File: config.mk
export PLATFORM = sky130hd
export DESIGN_NAME = hdmi_pixel_packer
export DESIGN_NICKNAME = d
export VERILOG_FILES = /design/src/rtl/hdmi_pixel_packer.sv
export SDC_FILE = /design/constraint.sdc
export NUM_CORES = 1
export LEC_CHECK = 0
export BUFFER_PORTS_ARGS = -buffer_cell sky130_fd_sc_hd__buf_2
export CORE_MARGIN = 2
export CORE_UTILIZATION = 58
export CTS_BUF_LIST = sky130_fd_sc_hd__clkbuf_4
export DETAILED_ROUTE_END_ITERATION = 8
export GPL_TIMING_DRIVEN = 0
export HOLD_SLACK_MARGIN = 0.12
export PLACE_DENSITY = 0.86
export SYNTH_ARGS = -nofsm -noshare
export SYNTH_HDL_FRONTEND = slang
export SYNTH_SLANG_ARGS = --single-unit
File: constraint.sdc
create_clock -name i_clk -period 4 [get_ports i_clk]
set_clock_uncertainty 0.05 [all_clocks]
set_input_delay 0.8 -clock i_clk [delete_from_list [all_inputs] [get_ports i_clk]]
set_output_delay 0.8 -clock i_clk [all_outputs]
set_load 0.005 [all_outputs]
File: src/rtl/hdmi_pixel_packer.sv
// HDMI capture stage: samples RGB888 pixels during DE, packs 4 pixels into 3 little-endian
// 32-bit words tagged with sof/eol, and buffers them in a show-ahead FIFO for the DDR writer.
module hdmi_pixel_packer #(
    parameter int unsigned FIFO_DEPTH     = 16,
    parameter int unsigned MAX_WIDTH_BITS = 12
) (
    input  logic                      i_clk,
    input  logic                      i_rst_n,
    input  logic                      i_enable,
    input  logic                      i_clr_status,
    input  logic [23:0]               i_hdmi_data,
    input  logic                      i_hdmi_hs,
    input  logic                      i_hdmi_vs,
    input  logic                      i_hdmi_de,
    output logic [31:0]               o_out_data,
    output logic                      o_out_valid,
    input  logic                      i_out_ready,
    output logic                      o_out_sof,
    output logic                      o_out_eol,
    output logic                      o_busy,
    output logic                      o_overflow,
    output logic [MAX_WIDTH_BITS-1:0] o_line_width,
    output logic [MAX_WIDTH_BITS-1:0] o_line_count
);
    localparam int unsigned AW = $clog2(FIFO_DEPTH);
    localparam logic [AW:0] DEPTH_W = (AW + 1)'(FIFO_DEPTH);
    localparam logic [MAX_WIDTH_BITS-1:0] CNT_MAX = '1;

    typedef enum logic {StIdle, StActive} state_e;

    state_e                    r_state;
    logic [23:0]               r_data, r_stash;
    logic                      r_hs, r_vs, r_vs_d, r_de, r_de_d;
    logic [1:0]                r_phase;
    logic                      r_sof_arm, r_overflow;
    logic [MAX_WIDTH_BITS-1:0] r_px_cnt, r_line_cnt, r_line_width, r_line_count;
    logic [33:0]               r_mem [FIFO_DEPTH];
    logic [AW-1:0]             r_wr_ptr, r_rd_ptr;
    logic [AW:0]               r_count;

    logic                      w_vs_rise, w_vs_fall, w_pix, w_line_end, w_last_pix;
    logic                      w_wr, w_eol, w_rd, w_full, w_push, w_drop, w_unused;
    logic [31:0]               w_word;
    logic [23:0]               w_stash_d;
    logic [1:0]                w_phase_d;
    logic [MAX_WIDTH_BITS-1:0] w_px_cnt_inc, w_line_cnt_inc;

    assign w_unused   = r_hs;
    assign w_vs_rise  = r_vs & ~r_vs_d;
    assign w_vs_fall  = ~r_vs & r_vs_d;
    assign w_pix      = (r_state == StActive) & r_de;
    assign w_line_end = (r_state == StActive) & ~r_de & r_de_d;
    // Look one pixel ahead so a word-aligned last word can carry eol without extra latency.
    assign w_last_pix = w_pix & ~i_hdmi_de;

    assign w_px_cnt_inc   = (r_px_cnt == CNT_MAX) ? r_px_cnt : r_px_cnt + MAX_WIDTH_BITS'(1);
    assign w_line_cnt_inc = (r_line_cnt == CNT_MAX) ? r_line_cnt
                                                    : r_line_cnt + MAX_WIDTH_BITS'(1);

    // vs history resets high so a vs already high at reset release is not taken as a rise.
    always_ff @(posedge i_clk or negedge i_rst_n) begin
        if (!i_rst_n) begin
            r_data <= '0;
            r_hs   <= 1'b0;
            r_vs   <= 1'b1;
            r_vs_d <= 1'b1;
            r_de   <= 1'b0;
            r_de_d <= 1'b0;
        end else begin
            r_data <= i_hdmi_data;
            r_hs   <= i_hdmi_hs;
            r_vs   <= i_hdmi_vs;
            r_vs_d <= r_vs;
            r_de   <= i_hdmi_de;
            r_de_d <= r_de;
        end
    end

    always_comb begin
        w_wr      = 1'b0;
        w_eol     = 1'b0;
        w_word    = '0;
        w_stash_d = r_stash;
        w_phase_d = r_phase;
        if (w_pix) begin
            w_phase_d = r_phase + 2'd1;
            case (r_phase)
                2'd0: w_stash_d = r_data;
                2'd1: begin
                    w_wr      = 1'b1;
                    w_word    = {r_data[7:0], r_stash};
                    w_stash_d = {8'h00, r_data[23:8]};
                end
                2'd2: begin
                    w_wr      = 1'b1;
                    w_word    = {r_data[15:0], r_stash[15:0]};
                    w_stash_d = {16'h0000, r_data[23:16]};
                end
                default: begin
                    w_wr      = 1'b1;
                    w_word    = {r_data, r_stash[7:0]};
                    w_eol     = w_last_pix;
                    w_stash_d = '0;
                end
            endcase
        end else if (w_line_end) begin
            w_phase_d = 2'd0;
            w_stash_d = '0;
            if (r_phase != 2'd0) begin
                w_wr   = 1'b1;
                w_eol  = 1'b1;
                w_word = {8'h00, r_stash};
            end
        end
    end

    always_ff @(posedge i_clk or negedge i_rst_n) begin
        if (!i_rst_n) begin
            r_state      <= StIdle;
            r_phase      <= 2'd0;
            r_stash      <= '0;
            r_sof_arm    <= 1'b0;
            r_overflow   <= 1'b0;
            r_px_cnt     <= '0;
            r_line_cnt   <= '0;
            r_line_width <= '0;
            r_line_count <= '0;
        end else begin
            if (w_drop) begin
                r_overflow <= 1'b1;
            end else if (i_clr_status) begin
                r_overflow <= 1'b0;
            end
            case (r_state)
                StIdle: begin
                    r_phase <= 2'd0;
                    r_stash <= '0;
                    if (w_vs_rise && i_enable) begin
                        r_state    <= StActive;
                        r_sof_arm  <= 1'b1;
                        r_px_cnt   <= '0;
                        r_line_cnt <= '0;
                    end
                end
                default: begin
                    r_phase <= w_phase_d;
                    r_stash <= w_stash_d;
                    if (w_wr) r_sof_arm <= 1'b0;
                    if (w_pix) r_px_cnt <= w_px_cnt_inc;
                    if (w_line_end) begin
                        r_line_width <= r_px_cnt;
                        r_px_cnt     <= '0;
                        r_line_cnt   <= w_line_cnt_inc;
                    end
                    if (w_vs_fall) begin
                        r_state      <= StIdle;
                        r_line_count <= w_line_end ? w_line_cnt_inc : r_line_cnt;
                    end
                end
            endcase
        end
    end

    // A read in the same cycle frees the slot, so a write into a full FIFO still succeeds.
    assign w_rd   = (r_count != '0) && i_out_ready;
    assign w_full = (r_count == DEPTH_W);
    assign w_push = w_wr && (!w_full || w_rd);
    assign w_drop = w_wr && w_full && !w_rd;

    always_ff @(posedge i_clk or negedge i_rst_n) begin
        if (!i_rst_n) begin
            r_wr_ptr <= '0;
            r_rd_ptr <= '0;
            r_count  <= '0;
        end else begin
            if (w_push) r_wr_ptr <= r_wr_ptr + AW'(1);
            if (w_rd) r_rd_ptr <= r_rd_ptr + AW'(1);
            case ({w_push, w_rd})
                2'b10:   r_count <= r_count + (AW + 1)'(1);
                2'b01:   r_count <= r_count - (AW + 1)'(1);
                default: r_count <= r_count;
            endcase
        end
    end

    always_ff @(posedge i_clk) begin
        if (w_push) r_mem[r_wr_ptr] <= {r_sof_arm, w_eol, w_word};
    end

    assign o_out_valid = (r_count != '0);
    assign {o_out_sof, o_out_eol, o_out_data} = o_out_valid ? r_mem[r_rd_ptr] : 34'd0;
    assign o_busy       = (r_state == StActive);
    assign o_overflow   = r_overflow;
    assign o_line_width = r_line_width;
    assign o_line_count = r_line_count;

endmodule

Word level (Yosys, flattened, before mapping)
Memory sizes are Yosys's and may differ from the RTL's.
Index checks and enable logic that the tools add are counted.
- register bits after elaboration: 118
- RAM bits: 544
- input port bits: 32
- logic and storage cells: 101
- memories: 1
- memories (name ; depth ; width ; rd ports ; clocked after Yosys merged registers in ; write ports ; RTL line ; text):
    r_mem ; 16 ; 34 ; 1 ; 0 ; 1 ; 37 ; logic [33:0] r_mem [FIFO_DEPTH];
- add/sub/neg operators: 7
- equality and inequality tests: 10
- mux-type cells: 37
- bitwise operators: 10
- reduce and logical (&&, ||, !) cells: 19
- operators by type and width (kind ; number):
    $mux W24 ; 5
    $mux W12 ; 8
    $pmux W32 S3 ; 1
    $pmux W24 S3 ; 1
    $mux W34 ; 1
    $mux W32 ; 1
    $add A12 B1 Y12 const B ; 2
    $eq A12 B12 Y1 const B ; 2
    $mux W1 ; 16
    $pmux W5 S2 ; 1
    $add A4 B1 Y4 const B ; 2
    $reduce_bool A2 Y1 ; 4
    $and A1 B1 Y1 ; 6
    $mux W2 ; 3
    $reduce_and A2 Y1 ; 3
    $add A5 B1 Y5 const B ; 1
    $eq A5 B5 Y1 const B ; 1
    $logic_and A1 B1 Y1 ; 5
    $reduce_bool A5 Y1 ; 1
    $sub A5 B1 Y5 const B ; 1
    $eq A2 B1 Y1 const B ; 2
    $eq A2 B2 Y1 const B ; 2
    $not A1 Y1 ; 4
    $ne A3 B1 Y1 const B ; 1
    8 further kinds ; 9

Longest topological paths before layout
- depth in word-level cells: 8
- gate-level depth with buffers: 10

Worst setup path before layout
OpenSTA, ideal clock, no wires.
- path type: input to register
- start point: in i_out_ready
- end point: mem r_mem[10][0], enable pin
- setup time: 0.468 ns
- arrival: 3.832 ns
- required time: 3.482 ns
- slack: -0.350 ns
- stages on the path: 5
- cells stage by stage: nor2b_1 > a211oi_1 > buf_2 > nand2_1 > nor3_1
- cells in the longest elaborated chain, start to end: 5
- RTL lines (what ; RTL line ; text):
    start, declared ; 17 ; input logic i_out_ready,
    $logic_and A1 B1 Y1 ; 165 ; assign w_rd = (r_count != '0) && i_out_ready;
    $logic_or A1 B1 Y1 ; 167 ; assign w_push = w_wr && (!w_full || w_rd);
    $logic_and A1 B1 Y1 ; 167 ;
    $mux W1 ; 187 ; if (w_push) r_mem[r_wr_ptr] <= {r_sof_arm, w_eol, w_word};
    $mux W1 (not written as such) ; 187 ;
    end, declared ; 37 ;
No other way between the ends.

Worst setup path in the final report
- start point: reg r_rd_ptr[1]
- end point: out o_out_data[18]
- cells in the longest elaborated chain, start to end: 2
- RTL lines (what ; RTL line ; text):
    start, declared ; 38 ; logic [AW-1:0] r_wr_ptr, r_rd_ptr;
    start signal, assigned ; 177 ; if (w_rd) r_rd_ptr <= r_rd_ptr + AW'(1);
    $mem_v2 Z16 W34 ; n/a ;
    $mux W34 ; 191 ; assign {o_out_sof, o_out_eol, o_out_data} = o_out_valid ? r_mem[r_rd_ptr] : 34'd0;
    end, declared ; 15 ; output logic [31:0] o_out_data,
No other way between the ends.

==> results.toml <==
[status]
status = "finished clean"

[critical_path]
worst_setup_path_start_kind = "flop"
rr_worst_depth = 8
criticalPathCategory = "flop to primary output"
cp-startpoint = "r_rd_ptr[1]"
worst_ep_required_time_ns = 3.15
critPathCaptureType = "primary output"
r2r_start = "r_phase[0]"
path_max_fanout = 10
cp-endpoint = "o_out_data[18]"
critPathArrivalTime_ns = 3.09
r2r-end = "r_mem[5][16]"
r2r_setup_slack_ns = 0.44

[placed_design]
gp_congestion = 0.9045
io_buffers = 91
hpwlAfterDp_um = 40640
place_ws_ns = 0.3393
placed_area_um2 = 28040

[grt]
met3_usage = 0.05474
grt_use_total = 0.2788
top_usage_layer = "met2"
grt_pass1_wl_um = 95700
antenna_found_initial = 1
grt_max_degree = 104
use_met2 = 0.4519
grt_overflow_total = 0
met1_usage = 0.3766
grt_pass1_vias = 15800

[yosys]
ys_types = 64
synth_area_um2 = 26240
synth_edf_count = 544
ys_seq_area_frac = 0.7353
yosys-top-cells-count = "edfxtp_1, mux4_2, dfrtp_1"
synth_most_common_cell = "edfxtp_1"
syn_inst = 1409
async_flop_share = 0.1782
synth_largest_area_cell = "edfxtp_1"
yosys_warnings = 0
synth.top_cells.by_area = "edfxtp_1, mux4_2, dfrtp_1, mux2i_1, nand2_1"
synth_area_per_cell_um2 = 18.62
syn-num-nets = 1454
synthFlopType = "edfxtp_1"
synth_top_area_frac = 0.6227
synth-seq-cells = 662

[detailed_routing]
drt-vias-per-instance = 6.340
drc = 0
wl_per_cell_um = 25.99
via_count = 15460
first_pass_iters = 7
drt-total-wl_um = 63360
drtIter0Drc = 2082
ant_nets = 0

[power]
p_sw_frac = 0.3031
p_sw_w = 0.005830
clkPwrFrac = 0.298
ir_drop_v = 0.0003300
p_int_w = 0.01340
power.leakage_nw = 10.78
power_w = 0.01923
p_seq_frac = 0.421
p_comb_frac = 0.281
power_density_nw_per_um2 = 628.9

[floorplanning]
fp.dieW_um = 216.7
fp.dieArea_um2 = 46950
num_rows = 77
start_util = 0.5907
core_um2 = 44410
ios = 93
die_h_um = 216.7

[clock_tree]
cts.sinks = 662
cts_tree = "built"
postCtsSetupBuffers = 0
clk_pin_slew_ns = 0.06
clockBufferDepth = 3
ctsRootBufferMaster = "clkbuf_4"
htree_num_levels = 4
cts_buffers = 163
clk_latency_ns = 0.88

[cells_and_area]
fin_nets = 1770
layout-drive-gt1-share = 0.3339
fin_area_um2 = 30580
area_growth_syn_to_layout_pct = 16.57

[timing]
rsz0062_at_grt = "false"
final-hold-violation-count = 0
fmax_mhz = 253.9
slew_headroom = 0.2793
period_minus_slack_ns = 3.938
setup-tns-final_ns = 0
setup_viol = 0
layout_setup_ws_ns = 0.06186
tightestPinTransition_ns = 1.081
drv_slew = 0
finalCritPeriodShare = 0.9845

[run]
drv_cap = 0

[min_path]
min_path_type = "input pin to flop"
==> state kept, by name, summed over array words and instances (netlist names), 2 cells and up <==
| name | flops |
|---|---|
| o_line_count | 12 |
| o_line_width | 12 |
| r_count | 5 |
| r_data | 24 |
| r_line_cnt | 12 |
| r_mem | 544 |
| r_phase | 2 |
| r_px_cnt | 12 |
| r_rd_ptr | 4 |
| r_stash | 24 |
| r_wr_ptr | 4 |
==> critical path: stages, from the launching register on <==
cell and delay, ns:
dfrtp_1 0.47, buf_2 0.41, clkbuf_2 0.42, mux4_2 0.41, mux2i_1 0.20, o22ai_1 0.14
buf_2 0.16
==> layer usage <==
| metal | part of all wire | wire [µm] | vias up |
|---|---|---|---|
| li1 | - | - | 6421 |
| met1 | 0.37 | 23240 | 7843 |
| met2 | 0.50 | 31570 | 1034 |
| met3 | 0.10 | 6421 | 158 |
| met4 | 0.034 | 2127 | 0 |
| met5 | 0 | 0 | - |
==> layout make-up <==
cell class / instances / area, µm²
fillers: 2671 / 13830
repair buffers: 152 / 1285
flip-flops and latches: 662 / 19290
inverters: 15 / 56.30
clock buffers: 248 / 1862
well taps: 592 / 740.7
diodes: 1 / 2.502
multi-input cells: 650 / 6608
clock inverters: 37 / 282.8
plain buffers: 81 / 454.2
==> repair_timing <==
action | CTS | global route
setup endpoints to repair | 34 | 33
resized for setup | 41 | 9
endpoints found under the hold margin | 142 | 0
hold buffers | 27 | 0
==> stage by stage <==
step	instances	hold WS, ns	utilization
5_1_grt	2438	0.1952	0.6886
2_1_floorplan	1409	0.2987	-
4_1_cts	2437	0.1594	0.6877
6_report	2438	0.2060	0.6886
3_5_place_dp	2125	0.3130	0.6314
3_3_place_gp	2092	0.3024	0.6176
==> worst min-delay path by stage <==
stage | depth (start not counted) | start | to
after floorplan | 0 | r_de | r_de_d
after global placement | 0 | r_de | r_de_d
after detailed placement | 0 | r_de | r_de_d
after CTS | 3 | i_clr_status | o_overflow
after global routing | 3 | i_clr_status | o_overflow
final | 3 | i_clr_status | o_overflow
==> placed cells by master (no fill, tap or decap), types with 6 or more instances in the layout <==
cell,instances
a22oi_1,24
buf_2,104
nand2b_1,6
o21ai_0,27
mux2i_1,69
a22o_1,25
inv_1,15
and2_2,8
nand2_1,86
a222oi_1,8
o21ai_1,8
o22ai_1,37
and2_1,11
dfrtp_1,116
nand4_1,7
buf_16,9
clkinv_1,20
dlygate4sd3_1,27
clkbuf_4,252
xnor2_1,18
buf_6,28
clkinv_2,7
buf_4,9
mux2_2,8
edfxtp_1,544
clkbuf_2,13
a21oi_1,27
clkbuf_1,29
nor2_1,46
and3_1,6
ha_1,13
mux4_2,136
==> kinds of logic after synthesis <==
kind of cell | count (synthesis) | synth area share
DFF | 662 | 0.7353
and+or+nand+nor | 220 | 0.04073
muxes | 214 | 0.1469
AOI/OAI and AO/OA | 181 | 0.04764
buffers and inverters | 97 | 0.01583
xor gates and xnor gates | 22 | 0.007344
adders and majority gates | 13 | 0.006200
==> power by group through the flow <==
stage / Clock, W / Sequential (W) / Combinational, W
finish: 0.00573 / 0.00810 / 0.00540
global route: 0.00614 / 0.00812 / 0.00576
CTS: 0.00580 / 0.00807 / 0.00540
detailed placement: 0 / 0.00821 / 0.00526
global placement: 0 / 0.00819 / 0.00503
floorplan: 0 / 0.00813 / 0.00347
(Power assumes the default switching activity.)
